===== config.mk =====
export PLATFORM = sky130hd
export DESIGN_NAME = dram_bridge
export DESIGN_NICKNAME = d
export VERILOG_FILES = /design/src/rtl/dram_bridge_pkg.sv /design/src/rtl/dram_bridge.sv
export SDC_FILE = /design/constraint.sdc
export NUM_CORES = 1
export LEC_CHECK = 0
export ABC_AREA = 1
export CORE_ASPECT_RATIO = 1.4
export CORE_MARGIN = 2
export CORE_UTILIZATION = 41
export DETAILED_ROUTE_END_ITERATION = 8
export GPL_TIMING_DRIVEN = 0
export PLACE_DENSITY = 0.78
export SLEW_MARGIN = 20
export SYNTH_ARGS = -nofsm -noshare
export SYNTH_HDL_FRONTEND = slang
export SYNTH_SLANG_ARGS = --single-unit

===== constraint.sdc =====
create_clock -name clk -period 3.9 [get_ports clk]
set_clock_uncertainty 0.2 [all_clocks]
set_input_delay 0.585 -clock clk [delete_from_list [all_inputs] [get_ports clk]]
set_output_delay 0.585 -clock clk [all_outputs]
set_load 0.005 [all_outputs]

===== src/rtl/dram_bridge_pkg.sv =====
// Shared types and constants for the data-side DRAM bridge.
// Provides bus widths, FSM encodings and the kseg0/kseg1 address fold.
package dram_bridge_pkg;

  typedef logic [31:0] AddrBus;
  typedef logic [31:0] DataBus;
  typedef logic [3:0]  WriteEn;

  localparam DataBus ZeroWord  = 32'h0000_0000;
  localparam WriteEn WrDisable = 4'b0000;
  localparam AddrBus KSEG_MASK = 32'h1FFF_FFFF;

  typedef enum logic [1:0] {
    DB_IDLE = 2'd0,
    DB_REQ  = 2'd1,
    DB_RESP = 2'd2,
    DB_DONE = 2'd3
  } db_state_t;

  // kseg0/kseg1 fold onto the low 512 MiB; the bus only ever sees word addresses
  function automatic AddrBus map_addr(input AddrBus va);
    AddrBus phys;
    phys = (va[31:30] == 2'b10) ? (va & KSEG_MASK) : va;
    return {phys[31:2], 2'b00};
  endfunction

endpackage


===== src/rtl/dram_bridge.sv =====
// MEM-stage data port to on-chip bus: one bus transaction per access, 3 cycles minimum (2 stalled + DONE).
// Backpressure: dram_wait holds MEM from the request cycle until the bus response; a watchdog flags hangs.
import dram_bridge_pkg::*;

module dram_bridge #(
  parameter int TIMEOUT = 255
) (
  input  logic        clk,
  input  logic        rst,
  input  logic        dram_en,
  input  logic [31:0] dram_addr,
  input  logic [3:0]  dram_wen,
  input  logic [31:0] dram_wdata,
  output logic [31:0] dram_rdata,
  output logic        dram_wait,
  output logic        bus_req,
  output logic [31:0] bus_addr,
  output logic [3:0]  bus_wstrb,
  output logic [31:0] bus_wdata,
  input  logic        bus_gnt,
  input  logic        bus_rvalid,
  input  logic [31:0] bus_rdata,
  output logic        bus_err
);

  localparam logic [7:0] TMO = 8'(TIMEOUT);

  db_state_t  state_q, state_d;
  DataBus     rdata_q;
  logic [7:0] wd_cnt_q;
  logic [7:0] wd_cnt_inc;
  logic       busy;
  logic       capture;

  always_ff @(posedge clk or posedge rst) begin
    if (rst) state_q <= DB_IDLE;
    else     state_q <= state_d;
  end

  always_comb begin
    state_d = state_q;
    case (state_q)
      DB_IDLE: if (dram_en)    state_d = DB_REQ;
      DB_REQ:  if (bus_gnt)    state_d = bus_rvalid ? DB_DONE : DB_RESP;
      DB_RESP: if (bus_rvalid) state_d = DB_DONE;
      DB_DONE:                 state_d = DB_IDLE;
      default:                 state_d = DB_IDLE;
    endcase
  end

  always_comb begin
    bus_req    = (state_q == DB_REQ);
    dram_wait  = ((state_q == DB_IDLE) && dram_en) || (state_q == DB_REQ) || (state_q == DB_RESP);
    dram_rdata = (state_q == DB_DONE) ? rdata_q : ZeroWord;
  end

  assign busy    = (state_q == DB_REQ) || (state_q == DB_RESP);
  assign capture = ((state_q == DB_REQ) && bus_gnt && bus_rvalid) ||
                   ((state_q == DB_RESP) && bus_rvalid);

  // Request fields are frozen for the whole bus transaction
  always_ff @(posedge clk or posedge rst) begin
    if (rst) begin
      bus_addr  <= ZeroWord;
      bus_wstrb <= WrDisable;
      bus_wdata <= ZeroWord;
    end else if ((state_q == DB_IDLE) && dram_en) begin
      bus_addr  <= map_addr(dram_addr);
      bus_wstrb <= dram_wen;
      bus_wdata <= dram_wdata;
    end
  end

  always_ff @(posedge clk or posedge rst) begin
    if (rst)          rdata_q <= ZeroWord;
    else if (capture) rdata_q <= (bus_wstrb == WrDisable) ? bus_rdata : ZeroWord;
  end

  assign wd_cnt_inc = (wd_cnt_q == 8'hFF) ? wd_cnt_q : wd_cnt_q + 8'd1;

  // Flag rises on the edge that completes the TIMEOUT-th busy cycle; the access keeps waiting
  always_ff @(posedge clk or posedge rst) begin
    if (rst) begin
      wd_cnt_q <= 8'd0;
      bus_err  <= 1'b0;
    end else if (busy) begin
      wd_cnt_q <= wd_cnt_inc;
      if (wd_cnt_inc >= TMO) bus_err <= 1'b1;
    end else begin
      wd_cnt_q <= 8'd0;
    end
  end

endmodule


== After elaboration in Yosys (flattened, before gate mapping) ==
Cells that the tools add are included.
Word-level totals
  logic and storage cells: 39
  bits in registers: 109
  output and inout bits: 103
Operators by class
  add/subtract/negate cells: 1
  eq/ne operators: 8
  mux-type cells: 10
  magnitude comparators: 1
  reduce and logical (&&, ||, !) cells: 12
Operators with widths (count)
  32-bit two-way mux: 3
  8-bit two-way mux: 2
  8-bit by 1-bit adder with 8-bit output, second input constant: 1
  8-bit equality test, second input constant: 1
  8-bit >= comparator, second input constant: 1
  2-bit case mux with 4 select lines: 1
  2-bit equality test, second input constant: 3
  2-bit two-way mux: 3
  1-bit logical AND: 4
  4-bit zero test: 1
  1-bit logical OR: 4
  2-bit inequality test, second input constant: 2
  3-bit AND reduction: 1
  2-bit by 1-bit equality test with 1-bit output, second input constant: 1
  2-bit zero test: 1
  2-bit by 1-bit inequality test with 1-bit output, second input constant: 1
  2-bit AND reduction: 1
  1-bit two-way mux: 1

== Longest topological paths before layout ==
Gate-level depths: netlist of run 1.
  depth after elaboration: 4
  gate-level depth with buffers: 10
  gate-level depth less buffers: 10

== Least setup slack after synthesis of run 1 ==
OpenSTA, ideal clock, no wires.
  kind: register to output
  start: register state_q[0]
  end: output dram_wait
  stages on the path, launching flop included: 6
  setup slack: 1960 ps
  buffers on the path: 1
  data arrival time: 1155 ps
  cells stage by stage: dfrtp_1 -> inv_1 -> ha_1 -> nand2_1 -> clkbuf_1 -> nand2_1
Between the ends
  longest elaborated chain between the ends: 4
Ends and longest elaborated chain
  start: declaration: line dram_bridge.sv:28  | db_state_t state_q, state_d;
  start signal: assignment: line dram_bridge.sv:37  | else state_q <= state_d;
  2-bit zero test: line dram_bridge.sv:53  | dram_wait = ((state_q == DB_IDLE) && dram_en) || (state_q == DB_REQ) || (state_q == DB_RESP);
  1-bit logical AND: line dram_bridge.sv:53
  1-bit logical OR: line dram_bridge.sv:53
  1-bit logical OR *: line dram_bridge.sv:53
  end: declaration: line dram_bridge.sv:15  | output logic dram_wait,
Mark *: on every way between the ends. The rest lies on a longest branch, timed or not.

== Worst setup path after layout of run 1 ==
  start: register state_q[1]
  end: output dram_wait
The elaborated chain is that of the path after synthesis.

==> load_flow_metrics.sql, run 1 <==
INSERT INTO impl_metrics (metric_group, metric, value, unit) VALUES
('die', 'start_util', '42.09', '%'),
('run_status', 'run_status', 'complete, no violations', ''),
('placed_design', 'place_worst_setup_slack', '0.8538', 'ns'),
('critical_path', 'timing.critical_path.required', '3.12', 'ns'),
('placed_design', 'port-buffer-count', '203', ''),
('timing', 'totalNegativeSetupSlack', '0', 'ns'),
('timing', 'timing_hold_violations_final', '0', ''),
('finish', 'area_growth', '53.78', '%'),
('cts', 'clock_root_cell', 'clkbuf_16', ''),
('critical_path', 'critPathMaxFanout', '10', ''),
('drt', 'drt-pass1-iter-count', '4', ''),
('timing', 'setup_viol', '0', ''),
('die', 'core_region_area', '11400', 'µm²'),
('timing', 'timing.fmax', '328.2', 'MHz'),
('critical_path', 'worst_path_dominant_cell_family', 'buffers and inverters', ''),
('timing', 'rsz0062_at_grt', 'no', ''),
('cts', 'max-clock-path-buffers', '2', ''),
('drt', 'via_per_inst', '4.760', ''),
('finish', 'fillers', '964', ''),
('logic_synthesis', 'netlist_top_cells_area', 'dfrtp_1, nand2_1, nand3_1, o21ai_0, inv_1', ''),
('drt', 'route.final.wire_length', '13.48', 'mm'),
('logic_synthesis', 'postSynthRegisterBits', '109', ''),
('timing', 'layout_min_cycle_time', '3.047', 'ns'),
('critical_path', 'worst-path-stages', '6', ''),
('die', 'die-height', '132.0', 'µm'),
('global_routing', 'grt_max_degree', '72', ''),
('cts', 'clk_pin_slew', '0.07', 'ns'),
('critical_path', 'timing_worst_setup_path_type', 'flip-flop to output pin', ''),
('cts', 'hold_fix_buffers_cts', '0', ''),
('die', 'die-width', '95.42', 'µm'),
('finish', 'diodes', '0', ''),
('global_routing', 'vias_in_the_first_global_route', '4704', ''),
('power_and_ir_drop', 'cellLeakagePower', '3.660', 'nW'),
('timing', 'period_share', '78.12', '%'),
('critical_path', 'reg2regPathDepth', '7', ''),
('logic_synthesis', 'synth.yosys.seq_area_share', '56.86', '%'),
('finish', 'post_route_cells_drive_above_1_share', '5.037', '%'),
('global_routing', 'wire_length_of_the_first_global_routing_pass', '21.92', 'mm'),
('critical_path', 'cp_slowest_cell', 'clkdlybuf4s50_1', ''),
('cts', 'cts-buffers-inserted', '9', ''),
('finish', 'final_cell_area', '7377', 'µm²'),
('die', 'floorplan.die_area', '12590', 'µm²'),
('placed_design', 'place_area', '7046', 'µm²'),
('power_and_ir_drop', 'irDropWorstVdd', '0.3860', 'mV'),
('die', 'std_cell_rows', '46', ''),
('flow_run', 'maxCapViolCount', '0', ''),
('drt', 'final_antenna_net_count', '0', ''),
('critical_path', 'crit_arrival', '2.26', 'ns'),
('global_routing', 'overflow', '0', ''),
('drt', 'detailroute.via_count', '4560', ''),
('timing', 'maxSlewViolCount', '0', ''),
('critical_path', 'critical_path_cell_list', 'inv_1 > ha_1 > nand2_1 > clkbuf_1 > nand2_1 > clkdlybuf4s50_1', ''),
('global_routing', 'grtUsageTotal', '21.81', '%'),
('hold_path', 'whs_path_depth', '2', ''),
('drt', 'remaining_drc_errors', '0', ''),
('critical_path', 'setup.worst_path.start_class', 'flip-flop', ''),
('finish', 'num-nets-final', '920', ''),
('timing', 'finalWorstSetupSlack', '0.8532', 'ns'),
('logic_synthesis', 'postSynthCellCount', '593', ''),
('drt', 'route.detailed.wl_per_inst', '14.07', 'µm'),
('logic_synthesis', 'synth_top_area_share', '56.86', '%'),
('placed_design', 'gpl.final_weighted_congestion', '0.7857', ''),
('cts', 'tritoncts', 'yes', ''),
('cts', 'cts_sinks', '109', ''),
('logic_synthesis', 'synthesized_area_per_cell', '8.090', 'µm²'),
('power_and_ir_drop', 'power_dens_cells', '653.9', 'nW/µm²'),
('placed_design', 'hpwlAfterDp', '10.32', 'mm'),
('critical_path', 'slowest_delay', '0.48', 'ns'),
('cts', 'cts_setup_buffers', '0', ''),
('logic_synthesis', 'yosys.cell_types.count', '26', ''),
('cts', 'worst_skew_pair.late_latency', '0.34', 'ns'),
('critical_path', 'end_kind', 'output pin', ''),
('global_routing', 'grt_antenna_before_repair', '0', ''),
('hold_path', 'min_path_type', 'flip-flop to flip-flop', ''),
('logic_synthesis', 'yosysWarnings', '0', ''),
('cts', 'ctsHtreeMaxLevel', '3', ''),
('critical_path', 'timing.critical_path.buf_inv', '3', ''),
('power_and_ir_drop', 'finalPower', '4.824', 'mW'),
('drt', 'detail_route.iter0.violations', '141', ''),
('logic_synthesis', 'post_synth_instance_area', '4797', 'µm²'),
('cts', 'ctsResizeCount', '0', ''),
('logic_synthesis', 'post-synth-top-area-cell', 'dfrtp_1', ''),
('critical_path', 'critical_path.most_common_cell', 'nand2_1', ''),
('die', 'floorplan.io_pins', '208', '');
## where the power goes
part,internal [mW],switching (mW),total (mW)
clock network,0.573,0.430,1.00
registers,1.53,0.249,1.78
logic,1.03,1.01,2.04
## worst reg2reg max path, stage by stage, from the launching register on
cell      delay (ns)
dfrtp_1         0.41
inv_1           0.10
ha_1            0.25
nand2_1         0.08
inv_1           0.04
o21ai_2         0.33
clkbuf_1        0.35
o21ai_0         0.15
## logic make-up after synthesis
kind of cell / synth area share (%)
compound gates: 5.451
xor+xnor: 0.1826
fa+ha+maj: 1.565
buf+inv: 6.964
flops: 56.86
other cells: 0.07817
simple gates: 28.90
## worst paths after layout
| check | startpoint | to | slack [ns] |
|---|---|---|---|
| min in group asynchronous | rst | bus_err | 0.41 |
| max | state_q[1] | dram_wait | 0.85 |
| min reg2reg | bus_err | bus_err | 0.28 |
| max reg2reg | state_q[1] | rdata_q[10] | 1.86 |
| max in group asynchronous | rst | bus_wdata[26] | 2.43 |
| min | bus_err | bus_err | 0.28 |
## cell usage in the layout, fill, tap and decap left out
cell type,n
a21oi_1,7
buf_1,1
buf_16,1
buf_2,9
buf_4,2
buf_6,1
bufinv_16,2
clkbuf_1,18
clkbuf_16,9
clkdlybuf4s50_1,203
clkinv_1,1
clkinv_4,3
conb_1,2
dfrtp_1,109
ha_1,6
inv_1,47
inv_2,2
inv_6,2
inv_8,1
nand2_1,284
nand2_2,4
nand3_1,40
nand3_4,1
nand3b_1,1
nor2_1,11
nor2_2,1
nor2_4,2
o21ai_0,39
o21ai_2,1
o21bai_1,1
o221ai_1,1
o22ai_1,1
xor2_1,1
## state kept, by name (all words and copies together), names as in the netlist
register,flops
state_q,2
wd_cnt_q,8
rdata_q,32
bus_wstrb,4
bus_err,1
bus_addr,30
bus_wdata,32
## final cells by class
type	count	area, µm²	share of cell area [%]
sequential	109	2728	36.97
buffer	31	142.6	1.934
multi-input combinational	403	1739	23.58
tap	144	180.2	2.442
inverter	51	196.4	2.663
timing repair buffer	204	2059	27.92
clock inverter	7	106.4	1.442
clock buffer	9	225.2	3.053
## per-layer routing
layer,routed length (µm),GRT usage [%],vias to the layer above
met4,170,6.349,0
met2,7082,39.83,168
met3,1094,6.232,14
met1,5132,24.02,2139
met5,0,0,-
li1,-,-,2239
## synthesized netlist by cell type
library cell	number
a21oi_1	7
buf_1	1
buf_2	9
buf_4	2
buf_6	1
clkbuf_1	18
clkinv_1	1
conb_1	1
dfrtp_1	109
ha_1	6
inv_1	48
inv_2	2
nand2_1	284
nand2_2	4
nand3_1	40
nand3_4	1
nand3b_1	1
nor2_1	11
nor2_2	1
nor2_4	2
o21ai_0	39
o21ai_2	1
o21bai_1	1
o221ai_1	1
o22ai_1	1
xor2_1	1
## per-stage QoR
stage | hold slack, ns | instances | utilization [%]
floorplan | 0.2534 | 594 | -
global placement | 0.2508 | 941 | 61.54
detailed placement | 0.2598 | 942 | 61.82
CTS | 0.2825 | 958 | 64.73
global route | 0.3111 | 958 | 64.73
finish | 0.2794 | 958 | 64.73
(Power assumes the default switching activity.)
==> run 2, diff against run 1 <==
==> constraint.sdc (replaced) <==
create_clock -name clk -period 3 [get_ports clk]
set_clock_uncertainty 0.2 [all_clocks]
set_input_delay 0.45 -clock clk [delete_from_list [all_inputs] [get_ports clk]]
set_output_delay 0.45 -clock clk [all_outputs]
set_load 0.005 [all_outputs]
==> load_flow_metrics.sql, run 2 (synthesis results as in run 1) <==
INSERT INTO impl_metrics (metric_group, metric, value, unit) VALUES
('run_status', 'run_status', 'complete, no violations', ''),
('placed_design', 'port-buffer-count', '203', ''),
('critical_path', 'critical_path_cell_list', 'ha_1 > clkbuf_1 > nand2_1 > inv_1 > clkdlybuf4s50_1', ''),
('power_and_ir_drop', 'irDropWorstVdd', '0.4268', 'mV'),
('power_and_ir_drop', 'cell_internal_pwr', '4.034', 'mW'),
('finish', 'fillers', '947', ''),
('critical_path', 'timing.critical_path.required', '2.35', 'ns'),
('power_and_ir_drop', 'seqPwrFrac', '37.4', '%'),
('drt', 'remaining_drc_errors', '0', ''),
('drt', 'drt-pass1-iter-count', '4', ''),
('finish', 'top_regs', 'bus_wdata: 32 flops, rdata_q: 32 flops, bus_addr: 30 flops', ''),
('power_and_ir_drop', 'power_switching_share', '34.58', '%'),
('timing', 'maxSlewViolCount', '0', ''),
('hold_path', 'min_path_type', 'flip-flop to flip-flop', ''),
('timing', 'timing.fmax', '360.3', 'MHz'),
('timing', 'tightestPinTransition', '0.5450', 'ns'),
('global_routing', 'vias_in_the_first_global_route', '4537', ''),
('drt', 'via_per_inst', '4.707', ''),
('placed_design', 'place_area', '7077', 'µm²'),
('cts', 'max-clock-path-buffers', '2', ''),
('cts', 'worst_skew_pair.late_latency', '0.34', 'ns'),
('cts', 'cts-buffers-inserted', '9', ''),
('global_routing', 'grt_max_degree', '36', ''),
('critical_path', 'timing_worst_setup_path_type', 'flip-flop to output pin', ''),
('timing', 'period_share', '92.52', '%'),
('cts', 'clk_pin_slew', '0.07', 'ns'),
('critical_path', 'timing.critical_path.buf_inv', '3', ''),
('flow_run', 'maxCapViolCount', '0', ''),
('die', 'start_util', '42.09', '%'),
('drt', 'top_layer', 'met4', ''),
('timing', 'timing_hold_violations_final', '0', ''),
('die', 'std_cell_rows', '46', ''),
('critical_path', 'cp_slowest_cell', 'clkdlybuf4s50_1', ''),
('timing', 'slew_headroom', '63.59', '%'),
('power_and_ir_drop', 'cellLeakagePower', '3.668', 'nW'),
('finish', 'area_of_all_sequential_standard_cells', '2728', 'µm²'),
('drt', 'final_antenna_net_count', '0', ''),
('drt', 'route.final.wire_length', '13.06', 'mm'),
('power_and_ir_drop', 'power_dens_cells', '833.8', 'nW/µm²'),
('die', 'core_region_area', '11400', 'µm²'),
('die', 'floorplan.die_area', '12590', 'µm²'),
('finish', 'final_cell_area', '7396', 'µm²'),
('drt', 'met3_wirelength', '1.052', 'mm'),
('placed_design', 'gpl.final_weighted_congestion', '0.8408', ''),
('global_routing', 'overflow', '0', ''),
('timing', 'finalWorstSetupSlack', '0.2245', 'ns'),
('critical_path', 'end_kind', 'output pin', ''),
('cts', 'cts_sinks', '109', ''),
('finish', 'most_common_library_cell_in_the_layout_ignoring_fill_and_taps', 'nand2_1', ''),
('critical_path', 'critPathMaxFanout', '10', ''),
('die', 'die-width', '95.42', 'µm'),
('cts', 'hold_fix_buffers_cts', '0', ''),
('placed_design', 'place_worst_setup_slack', '0.2191', 'ns'),
('timing', 'setup_viol', '0', ''),
('power_and_ir_drop', 'net_sw_power', '2.132', 'mW'),
('finish', 'layout_common_cells', 'nand2_1, clkdlybuf4s50_1, dfrtp_1', ''),
('finish', 'area_growth', '54.17', '%'),
('cts', 'clock_root_cell', 'clkbuf_16', ''),
('global_routing', 'wire_length_of_the_first_global_routing_pass', '21.40', 'mm'),
('finish', 'post_route_cells_drive_above_1_share', '5.392', '%'),
('critical_path', 'setup.worst_path.start_class', 'flip-flop', ''),
('cts', 'ctsHtreeMaxLevel', '3', ''),
('die', 'floorplan.io_pins', '208', ''),
('finish', 'num-nets-final', '922', ''),
('timing', 'layout_min_cycle_time', '2.776', 'ns'),
('power_and_ir_drop', 'comb_power_share', '42.4', '%'),
('drt', 'drt-met1-wl', '5.046', 'mm'),
('drt', 'detail_route.iter0.violations', '119', ''),
('global_routing', 'grtUsageTotal', '21.28', '%'),
('cts', 'tritoncts', 'yes', ''),
('finish', 'diodes', '0', ''),
('placed_design', 'hpwlAfterDp', '10.26', 'mm'),
('critical_path', 'worst_path_dominant_cell_family', 'buffers and inverters', ''),
('critical_path', 'slowest_delay', '0.49', 'ns'),
('critical_path', 'crit_arrival', '2.13', 'ns'),
('timing', 'rsz0062_at_grt', 'no', ''),
('finish', 'multi_input_logic_area', '1739', 'µm²'),
('power_and_ir_drop', 'power.share.clock', '20.1', '%'),
('global_routing', 'grt_antenna_before_repair', '0', ''),
('drt', 'detailroute.via_count', '4519', ''),
('drt', 'routed-wl-met2', '6.758', 'mm'),
('drt', 'route.detailed.wl_per_inst', '13.60', 'µm'),
('die', 'die-height', '132.0', 'µm');
-- run 2: cell count changes in the layout (fill, tap and decap cells not counted), sizes merged --
cell / previous run / this run
inv: 52 / 51
clkinvlp: 0 / 1
clkbuf: 27 / 29
bufinv: 2 / 1
clkinv: 4 / 3
buf: 14 / 16
-- run 2: metal layers --
metal | GRT usage [%] | vias up
met5 | 0 | -
met4 | 6.349 | 0
met3 | 6.175 | 15
met2 | 37.56 | 157
met1 | 24.56 | 2095
li1 | - | 2252
-- run 2: timing repair --
| action | CTS | global route |
|---|---|---|
| setup endpoints to repair | 0 | 1 |
| setup buffers | 0 | 0 |
| resized for setup | 0 | 2 |
-- run 2: per-stage QoR --
step                      total power, mW  std cells  util, %  TNS [ns]  hold WS [ns]
after global routing                6.636        960    64.90         0        0.3018
final                               6.167        960    64.90         0        0.2747
after detailed placement            4.970        944    62.10         0        0.2521
after CTS                           6.233        960    64.89         0        0.2800
after floorplan                     3.479        594        -         0        0.2534
after global placement              4.867        941    61.57  -0.04324        0.2514
-- run 2: cell type report --
cell class | count | area share [%]
Inverter | 51 | 2.639
Multi-Input combinational cell | 403 | 23.52
Sequential cell | 109 | 36.88
Buffer | 31 | 1.946
Clock inverter | 5 | 0.8797
Timing Repair Buffer | 206 | 28.29
Tap cell | 144 | 2.436
Clock buffer | 11 | 3.417
-- run 2: path summary, 6_finish.rpt --
path	slack [ns]	from	end	cells past startpoint
setup / recovery	0.22	state_q[1]	dram_rdata[4]	5
hold / removal	0.27	bus_err	bus_err	2
setup reg to reg	0.94	state_q[1]	rdata_q[1]	7
hold reg to reg	0.27	bus_err	bus_err	2
max in group asynchronous	1.55	rst	bus_addr[10]	4
min in group asynchronous	0.33	rst	bus_wdata[19]	2
-- run 2: tightest hold or removal path, stage by stage (launching register included) --
cell     delay (ns)
dfrtp_1        0.36
inv_1          0.04
nand2_1        0.05
-- run 2: power groups by stage --
stage / logic, mW / clock network, mW / registers (mW)
final: 2.62 / 1.24 / 2.31
after global routing: 2.93 / 1.33 / 2.37
after CTS: 2.66 / 1.27 / 2.31
after detailed placement: 2.65 / 0 / 2.32
after global placement: 2.57 / 0 / 2.30
after floorplan: 1.16 / 0 / 2.32
==> run 3, diff against run 2 <==
--- a/config.mk
+++ b/config.mk
@@ -6,6 +6,7 @@
 export NUM_CORES = 1
 export LEC_CHECK = 0
 export ABC_AREA = 1
+export CAP_MARGIN = 25
 export CORE_ASPECT_RATIO = 1.4
 export CORE_MARGIN = 2
 export CORE_UTILIZATION = 41
==> constraint.sdc (replaced) <==
create_clock -name clk -period 3.1 [get_ports clk]
set_clock_uncertainty 0.2 [all_clocks]
set_input_delay 0.465 -clock clk [delete_from_list [all_inputs] [get_ports clk]]
set_output_delay 0.465 -clock clk [all_outputs]
set_load 0.005 [all_outputs]
==> results of run 3 <==
Same layout as run 2 (identical final DEF). Status: complete, no violations.
Among the figures that moved: setup slack after placement 0.2191 ns -> 0.2891 ns; setup slack after layout 0.2245 ns -> 0.3095 ns; register-to-register setup slack 0.94 ns -> 1.04 ns; total power 6.167 mW -> 5.968 mW; worst IR drop on VDD 0.4268 mV -> 0.4130 mV
